`config.mk`:
```
export PLATFORM = sky130hd
export DESIGN_NAME = mux_arb_flat
export DESIGN_NICKNAME = d
export VERILOG_FILES = /design/src/rtl/mux_arb_if.sv /design/src/rtl/mux_arb.sv /design/src/flat_wrapper.sv
export SDC_FILE = /design/constraint.sdc
export NUM_CORES = 1
export LEC_CHECK = 0
export CAP_MARGIN = 20
export CORE_UTILIZATION = 41
export CTS_CLUSTER_SIZE = 14
export DETAILED_ROUTE_END_ITERATION = 10
export PLACE_DENSITY = 0.82
export SYNTH_ARGS = -nofsm -noshare
export SYNTH_HDL_FRONTEND = slang
export SYNTH_SLANG_ARGS = --single-unit
```
`constraint.sdc`:
```
create_clock -name clk -period 1.83 [get_ports clk]
set_input_delay 0.183 -clock clk [delete_from_list [all_inputs] [get_ports clk]]
set_output_delay 0.183 -clock clk [all_outputs]
set_load 0.02 [all_outputs]
```
`src/rtl/mux_arb_if.sv`:
```
// rtl/mux_arb_if.sv - Handshake bundle between two sources, the mux arbiter and its sink.
//
// Signals (directions as seen by the arbiter, modport slave):
//   a_valid_i / a_data_i / a_ready_o : source A word, accept strobe
//   b_valid_i / b_data_i / b_ready_o : source B word, accept strobe
//   y_valid_o / y_data_o / y_ready_i : registered output stream
//   sel_o                            : 1 = output word came from A, 0 = from B
// modport master is the opposite side (sources + sink).

interface mux_arb_if #(
    parameter int DATA_W = 8
);
    logic              a_valid_i;
    logic [DATA_W-1:0] a_data_i;
    logic              a_ready_o;
    logic              b_valid_i;
    logic [DATA_W-1:0] b_data_i;
    logic              b_ready_o;
    logic              y_valid_o;
    logic [DATA_W-1:0] y_data_o;
    logic              y_ready_i;
    logic              sel_o;

    modport slave (
        input  a_valid_i, a_data_i, b_valid_i, b_data_i, y_ready_i,
        output a_ready_o, b_ready_o, y_valid_o, y_data_o, sel_o
    );

    modport master (
        output a_valid_i, a_data_i, b_valid_i, b_data_i, y_ready_i,
        input  a_ready_o, b_ready_o, y_valid_o, y_data_o, sel_o
    );
endinterface

```
`src/rtl/mux_arb.sv`:
```
// rtl/mux_arb.sv - Two-input arbiter feeding a single registered output word.
//
// Ports:
//   clk      : rising-edge clock
//   reset_n  : asynchronous active-low reset
//   bus      : mux_arb_if.slave (A/B sources in, registered y stream out, sel_o)
// Parameter DATA_W : data word width.
// Build macro MUX_ARB_RR_EN : defined -> round-robin between A and B under
// contention; undefined -> A always wins contention.

module mux_arb #(
    parameter int DATA_W = 8
) (
    input  logic     clk,
    input  logic     reset_n,
    mux_arb_if.slave bus
);
    localparam logic [0:0] ST_EMPTY = 1'b0;
    localparam logic [0:0] ST_FULL  = 1'b1;

    logic [0:0]        state;
    logic [DATA_W-1:0] y_data_q;
    logic              sel_q;
    logic              can_load;
    logic              grant_a;
    logic              grant_b;
    logic              a_ready;
    logic              b_ready;
    logic              load;
`ifdef MUX_ARB_RR_EN
    logic              last_a;
`endif

    // The output register can take a word when empty or when the current
    // word leaves in the same cycle.
    assign can_load = (state == ST_EMPTY) || bus.y_ready_i;

    always_comb begin
        grant_a = 1'b0;
        grant_b = 1'b0;
        if (bus.a_valid_i && bus.b_valid_i) begin
`ifdef MUX_ARB_RR_EN
            grant_a = !last_a;
            grant_b = last_a;
`else
            grant_a = 1'b1;
`endif
        end else begin
            grant_a = bus.a_valid_i;
            grant_b = bus.b_valid_i;
        end
    end

    // Readies are held low while reset is asserted so nothing is taken
    // by a register that is being cleared.
    assign a_ready = reset_n && can_load && grant_a;
    assign b_ready = reset_n && can_load && grant_b;
    assign load    = a_ready || b_ready;

    always_ff @(posedge clk or negedge reset_n) begin
        if (!reset_n) begin
            state    <= ST_EMPTY;
            y_data_q <= '0;
            sel_q    <= 1'b1;
`ifdef MUX_ARB_RR_EN
            last_a   <= 1'b0;
`endif
        end else if (load) begin
            state    <= ST_FULL;
            y_data_q <= a_ready ? bus.a_data_i : bus.b_data_i;
            sel_q    <= a_ready;
`ifdef MUX_ARB_RR_EN
            last_a   <= a_ready;
`endif
        end else if (state == ST_FULL && bus.y_ready_i) begin
            // Drain only: data and sel keep their last values.
            state <= ST_EMPTY;
        end
    end

    assign bus.a_ready_o = a_ready;
    assign bus.b_ready_o = b_ready;
    assign bus.y_valid_o = (state == ST_FULL);
    assign bus.y_data_o  = y_data_q;
    assign bus.sel_o     = sel_q;
endmodule

```
`src/flat_wrapper.sv`:
```
// flat-port wrapper written by rule: the top's interface ports become plain ports
module mux_arb_flat 
#(
    parameter int DATA_W = 8
)
  (clk, reset_n, bus_a_valid_i, bus_a_data_i, bus_b_valid_i, bus_b_data_i, bus_y_ready_i, bus_a_ready_o, bus_b_ready_o, bus_y_valid_o, bus_y_data_o, bus_sel_o);
  mux_arb_if #(.DATA_W(DATA_W)) bus_i ();
  input  logic clk;
  input  logic reset_n;
  input wire logic [$bits(bus_i.a_valid_i)-1:0] bus_a_valid_i;
  input wire logic [$bits(bus_i.a_data_i)-1:0] bus_a_data_i;
  input wire logic [$bits(bus_i.b_valid_i)-1:0] bus_b_valid_i;
  input wire logic [$bits(bus_i.b_data_i)-1:0] bus_b_data_i;
  input wire logic [$bits(bus_i.y_ready_i)-1:0] bus_y_ready_i;
  output wire logic [$bits(bus_i.a_ready_o)-1:0] bus_a_ready_o;
  output wire logic [$bits(bus_i.b_ready_o)-1:0] bus_b_ready_o;
  output wire logic [$bits(bus_i.y_valid_o)-1:0] bus_y_valid_o;
  output wire logic [$bits(bus_i.y_data_o)-1:0] bus_y_data_o;
  output wire logic [$bits(bus_i.sel_o)-1:0] bus_sel_o;
  assign bus_i.a_valid_i = bus_a_valid_i;
  assign bus_i.a_data_i = bus_a_data_i;
  assign bus_i.b_valid_i = bus_b_valid_i;
  assign bus_i.b_data_i = bus_b_data_i;
  assign bus_i.y_ready_i = bus_y_ready_i;
  assign bus_a_ready_o = bus_i.a_ready_o;
  assign bus_b_ready_o = bus_i.b_ready_o;
  assign bus_y_valid_o = bus_i.y_valid_o;
  assign bus_y_data_o = bus_i.y_data_o;
  assign bus_sel_o = bus_i.sel_o;
  mux_arb #(.DATA_W(DATA_W)) u_core (.clk(clk), .reset_n(reset_n), .bus(bus_i));
endmodule
```
==> results of run 1 <==
==> layer usage <==
metal | global-route usage, % | vias to the layer above
met3 | 3.448 | 2
met4 | 8.125 | 0
met5 | 0 | -
met2 | 39.38 | 22
li1 | - | 297
met1 | 27.27 | 327
==> kinds of logic (layout without fill, tap and decap cells) <==
logic type | after synthesis | in the layout | synth area share (%)
flip-flops | 10 | 10 | 38.21
buffers and inverters | 15 | 53 | 12.55
AO/OA/AOI/OAI | 18 | 18 | 35.36
AND/OR/NAND/NOR | 16 | 16 | 13.88
==> what timing repair did <==
item	in CTS	in global routing
gates resized for setup	0	1
endpoints found under the setup margin	0	1
buffers inserted	0	0
hold endpoints to repair	0	0
==> placed cells by master (no fill, tap or decap) <==
cell and instances:
nor2b_1 1, a21o_1 1, o21ai_0 1, nand2_1 2
clkdlybuf4s50_1 31, a41oi_2 8, o221a_1 8, nand3_1 1
nand2b_4 1, nor3_1 8, dfrtp_1 9, and2_4 1
and2_1 1, inv_2 1, dfstp_2 1, buf_4 8
inv_1 8, nor2_1 1, clkbuf_4 3, dlymetal6s2s_1 1
clkbuf_1 1
==> through the flow <==
stage / total power [mW] / setup slack, ns
global placement: 0.6162 / 0.05908
floorplan: 0.4637 / 0.5398
CTS: 0.7959 / 0.03686
finish: 0.7891 / 0.05461
global route: 0.8298 / 0.01564
detailed placement: 0.6273 / 0.04257
==> critical path: stages <==
cell and delay [ns]:
clkdlybuf4s50_1 0.53, and2_1 0.14, nand2_1 0.08, inv_2 0.07
clkdlybuf4s50_1 0.59
==> final cells by class <==
type                            count  area [sq um]
Fill cell                         128         467.9
Timing Repair Buffer               40         382.9
Multi-Input combinational cell     34         324.1
Sequential cell                    10         251.5
Inverter                            9         33.78
Clock buffer                        4         26.28
Tap cell                           16         20.02
==> cell usage after synthesis <==
master and number:
o221a_1 8, dfrtp_1 9, dfstp_2 1, buf_2 3
o21ai_0 1, nor2b_1 1, and2_1 1, and2_4 1
nor2_1 1, a21o_1 1, a41oi_2 8, nand3_1 1
buf_6 3, nand2b_4 1, nand2_1 2, inv_1 8
nor3_1 8, inv_2 1
==> state kept, by name (all words and copies together) (netlist names) <==
register,flops
u_core.bus.y_data_o,8
u_core.bus.sel_o,1
u_core.bus.y_valid_o,1
==> where the power goes <==
part	internal, mW	switching (mW)	leakage, nW
clock	0.0842	0.0801	0.0150
sequential	0.265	0.0362	0.114
combinational	0.179	0.145	0.300
total	0.528	0.262	0.429
==> path summary, 6_finish.rpt <==
path	start	end	slack, ns	depth (start not counted)
worst min-delay path	reset_n	u_core.bus.y_data_o[0]$_DFFE_PN0P_	0.30	2
worst max register to register	u_core.bus.y_valid_o$_DFFE_PN0P_	u_core.bus.y_data_o[3]$_DFFE_PN0P_	0.60	4
min in group clk	u_core.bus.sel_o$_DFFE_PN1P_	u_core.bus.sel_o$_DFFE_PN1P_	0.52	1
worst min register to register	u_core.bus.sel_o$_DFFE_PN1P_	u_core.bus.sel_o$_DFFE_PN1P_	0.52	1
max in group asynchronous	reset_n	u_core.bus.sel_o$_DFFE_PN1P_	1.27	2
worst max-delay path	reset_n	bus_a_ready_o	0.05	5
==> impl_metrics.env, run 1 <==
export IMPL_cts_sinks=10
export IMPL_skew_ns=0.004664
export IMPL_numCtsBuffers=3
export IMPL_syn_to_final_growth_pct=57.80
export IMPL_cts_root_buf="clkbuf_4"
export IMPL_p_leak_nw=0.4288
export IMPL_antenna_found_initial=0
export IMPL_dp_cells=109
export IMPL_layout_drive_gt1_share_pct=23.71
export IMPL_ys_warn_count=0
export IMPL_grt_pass1_wl_microns=2946
export IMPL_place_area_sq_mm=0.001010
export IMPL_wl_met3_microns=79
export IMPL_cts_tree="built"
export IMPL_path_max_fanout=4
export IMPL_wl_met1_microns=776
export IMPL_drt_wirelength_per_cell_microns=16.37
export IMPL_ys_top_cells_by_area="dfrtp_1, a41oi_2, o221a_1"
export IMPL_required_ns=1.65
export IMPL_cap_violations=0
export IMPL_fin_setup_tns_ns=0
export IMPL_post_route_util_pct=68.94
export IMPL_setup_viol=0
export IMPL_clock_path_buffers=2
export IMPL_initial_core_util_pct=43.69
export IMPL_period_share_pct=97.02
export IMPL_std_cell_rows=14
export IMPL_ant_nets=0
export IMPL_outcome="complete, no violations"
export IMPL_finalInstanceArea_sq_mm=0.001039
export IMPL_gp_congestion=0.8627
export IMPL_synthCells=59
export IMPL_synth_seq_area_share_pct=38.21
export IMPL_fmaxAchievable_mhz=563.3
export IMPL_min_period_ns=1.775
export IMPL_worst_setup_path_start_kind="input pin"
export IMPL_topRoutingLayerUsed="met4"
export IMPL_hp_class="input pin to asynchronous set/reset pin"
export IMPL_core_sq_mm=0.001506
export IMPL_synth_top_cell_area_share_pct=34.22
export IMPL_fp_dieH_microns=42.07
export IMPL_slew_limit_headroom_pct=84.07
export IMPL_path_clk_slew_ns=0.07
export IMPL_die_w_microns=42.07
export IMPL_drt_first_iter_violations=6
export IMPL_route_met2_wl_microns=980
export IMPL_grt_max_degree=13
export IMPL_netlist_area_sq_um=658.1
export IMPL_final_cell_count_no_fill=113
export IMPL_io_pins=33
export IMPL_wirelength_microns=1850
export IMPL_synth_cell_types=18
export IMPL_route_detailed_drc=0
export IMPL_antenna_cells=0
export IMPL_grt_pass1_vias=661
export IMPL_finalMaxSlewViolations=0
export IMPL_vias_per_cell=5.735
export IMPL_crit_arrival_ns=1.59
export IMPL_hold_viol_final=0
export IMPL_crit_type="input pin to output pin"
export IMPL_ctsHoldBuffers=0
export IMPL_port_buffers=32
export IMPL_hold_ws_ns=0.3047
export IMPL_endpoint_kind="output pin"
export IMPL_fin_nets=119
export IMPL_grt_ovfl_total=0
export IMPL_num_vias=648
export IMPL_syn_nets=80
export IMPL_grt_setup_unrepaired="no"
export IMPL_drt_pass1_iter_count=4
export IMPL_grt_util_all_layers_pct=22.26
export IMPL_cellPowerDensity_mw_per_mm2=759.9
export IMPL_clk_latency_ns=0.26
export IMPL_dieArea_sq_mm=0.001769
export IMPL_ys_seq_elements=10
export IMPL_dp_hpwl_microns=1381
export IMPL_synth_largest_area_cell="dfrtp_1"
export IMPL_avgSynthCellArea_sq_um=11.15
export IMPL_htreeDepth=1
export IMPL_irDropWorstVdd_v=0.0004612
export IMPL_tightest_slew_ns=0.2371
(Power assumes the default switching activity.)
==> run 2, diff against run 1 <==
--- a/config.mk
+++ b/config.mk
@@ -9,6 +9,7 @@
 export CORE_UTILIZATION = 41
 export CTS_CLUSTER_SIZE = 14
 export DETAILED_ROUTE_END_ITERATION = 10
+export GPL_TIMING_DRIVEN = 0
 export PLACE_DENSITY = 0.82
 export SYNTH_ARGS = -nofsm -noshare
 export SYNTH_HDL_FRONTEND = slang
==> run 2 against run 1 <==
  * Global-route usage down 1.8 points
  * Critical path type unchanged
  * Combinational power about the same
  * Critical path depth up 1
==> impl_metrics.env, run 2 (synthesis results as in run 1) <==
export IMPL_irDropWorstVdd_v=0.0006179
export IMPL_grt_max_degree=11
export IMPL_power_total_uw=828.8
export IMPL_num_vias=630
export IMPL_crit_arrival_ns=1.47
export IMPL_cts_root_buf="clkbuf_4"
export IMPL_fin_setup_tns_ns=0
export IMPL_ant_nets=0
export IMPL_path_clk_slew_ns=0.07
export IMPL_grt_ovfl_total=0
export IMPL_final_common_cell="clkdlybuf4s50_1"
export IMPL_numCtsBuffers=3
export IMPL_drt_pass1_iter_count=4
export IMPL_layout_drive_gt1_share_pct=24.74
export IMPL_setup_viol=0
export IMPL_fp_dieH_microns=42.07
export IMPL_grt_pass1_wl_microns=2746
export IMPL_period_share_pct=90.46
export IMPL_worst_setup_path_start_kind="input pin"
export IMPL_min_period_ns=1.655
export IMPL_io_pins=33
export IMPL_largest_reg_flops=8
export IMPL_grt_pass1_vias=628
export IMPL_hold_viol_final=0
export IMPL_antenna_found_initial=0
export IMPL_dp_hpwl_microns=1179
export IMPL_crit_type="input pin to output pin"
export IMPL_r2r_slack_ns=0.73
export IMPL_clock_path_buffers=2
export IMPL_timing_final_ws_setup_ns=0.1747
export IMPL_place_area_sq_um=998.5
export IMPL_fmaxAchievable_mhz=604.1
export IMPL_vias_per_cell=5.575
export IMPL_cts_tree="built"
export IMPL_die_w_microns=42.07
export IMPL_fin_nets=119
export IMPL_place_ws_ns=-0.5924
export IMPL_initial_core_util_pct=43.69
export IMPL_p_leak_nw=0.4267
export IMPL_core_sq_mm=0.001506
export IMPL_port_buffers=32
export IMPL_finalInstanceArea_sq_mm=0.001056
export IMPL_outcome="complete, no violations"
export IMPL_route_detailed_drc=0
export IMPL_grt_util_all_layers_pct=20.43
export IMPL_cts_sinks=10
export IMPL_tightest_slew_ns=0.4398
export IMPL_skew_ns=0.002052
export IMPL_wirelength_microns=1705
export IMPL_clk_latency_ns=0.27
export IMPL_dieArea_sq_mm=0.001769
export IMPL_drt_first_iter_violations=13
export IMPL_path_max_fanout=10
export IMPL_hp_class="input pin to flop"
export IMPL_slew_limit_headroom_pct=70.58
export IMPL_antenna_cells=0
export IMPL_endpoint_kind="output pin"
export IMPL_cap_violations=0
export IMPL_cellPowerDensity_mw_per_mm2=784.8
export IMPL_final_cell_mix="clkdlybuf4s50_1, dfrtp_1"
export IMPL_post_cts_buffers=0
export IMPL_htreeDepth=1
export IMPL_final_cell_count_no_fill=113
export IMPL_dp_cells=107
export IMPL_hold_ws_ns=0.5149
export IMPL_grt_setup_unrepaired="no"
export IMPL_post_route_util_pct=70.10
export IMPL_drt_wirelength_per_cell_microns=15.09
export IMPL_syn_to_final_growth_pct=60.46
export IMPL_std_cell_rows=14
export IMPL_gp_congestion=0.7340
export IMPL_finalMaxSlewViolations=0
export IMPL_required_ns=1.65
run 2: changes by cell type in the layout (fill, tap and decap cells not counted):
cell / delta
nand2_1: -1
buf_4: -8
clkdlybuf4s50_1: -2
nand2_2: +1
clkbuf_8: +1
buf_6: +3
dlygate4sd2_1: +2
clkbuf_1: -1
buf_2: +3
dlygate4sd3_1: +2
clkdlybuf4s15_2: +1
dlymetal6s2s_1: -1
run 2: report_power, final:
| group | internal [mW] | leakage (nW) | switching [mW] |
|---|---|---|---|
| logic | 0.178 | 0.292 | 0.145 |
| registers | 0.265 | 0.114 | 0.0310 |
| clock network | 0.121 | 0.0210 | 0.0888 |
| total | 0.564 | 0.427 | 0.265 |
run 2: worst paths after layout:
kind	cells after the start	from	end
worst max register to register	4	u_core.bus.y_valid_o$_DFFE_PN0P_	u_core.bus.y_data_o[3]$_DFFE_PN0P_
worst min register to register	1	u_core.bus.sel_o$_DFFE_PN1P_	u_core.bus.sel_o$_DFFE_PN1P_
worst max-delay path	6	bus_y_ready_i	bus_b_ready_o
worst min-delay path	4	reset_n	u_core.bus.y_valid_o$_DFFE_PN0P_
max in group asynchronous	2	reset_n	u_core.bus.y_data_o[6]$_DFFE_PN0P_
min in group asynchronous	2	reset_n	u_core.bus.y_data_o[4]$_DFFE_PN0P_
run 2: area by class of cell:
| cell class | instances | area [sq um] |
|---|---|---|
| fillers | 120 | 450.4 |
| plain buffers | 6 | 48.80 |
| clock buffers | 4 | 36.28 |
| repair buffers | 34 | 339.1 |
| flip-flops and latches | 10 | 251.5 |
| well taps | 16 | 20.02 |
| inverters | 9 | 33.78 |
| multi-input cells | 34 | 326.6 |
run 2: repair_timing:
item / CTS / global route
endpoints found under the hold margin: 9 / 0
endpoints found under the setup margin: 2 / 0
resized for setup: 6 / 0
hold buffers: 2 / 0
run 2: critical path, cell delays in order:
cell             delay (ns)
clkdlybuf4s50_1        0.46
nand2b_4               0.13
buf_6                  0.16
nand3_1                0.11
nor2_1                 0.09
dlygate4sd2_1          0.33
run 2: metal layers:
layer	routed length, microns	GRT usage (%)
met1	741	26.37
met3	89	5.172
met2	867	30.94
met5	0	0
met4	8	11.88
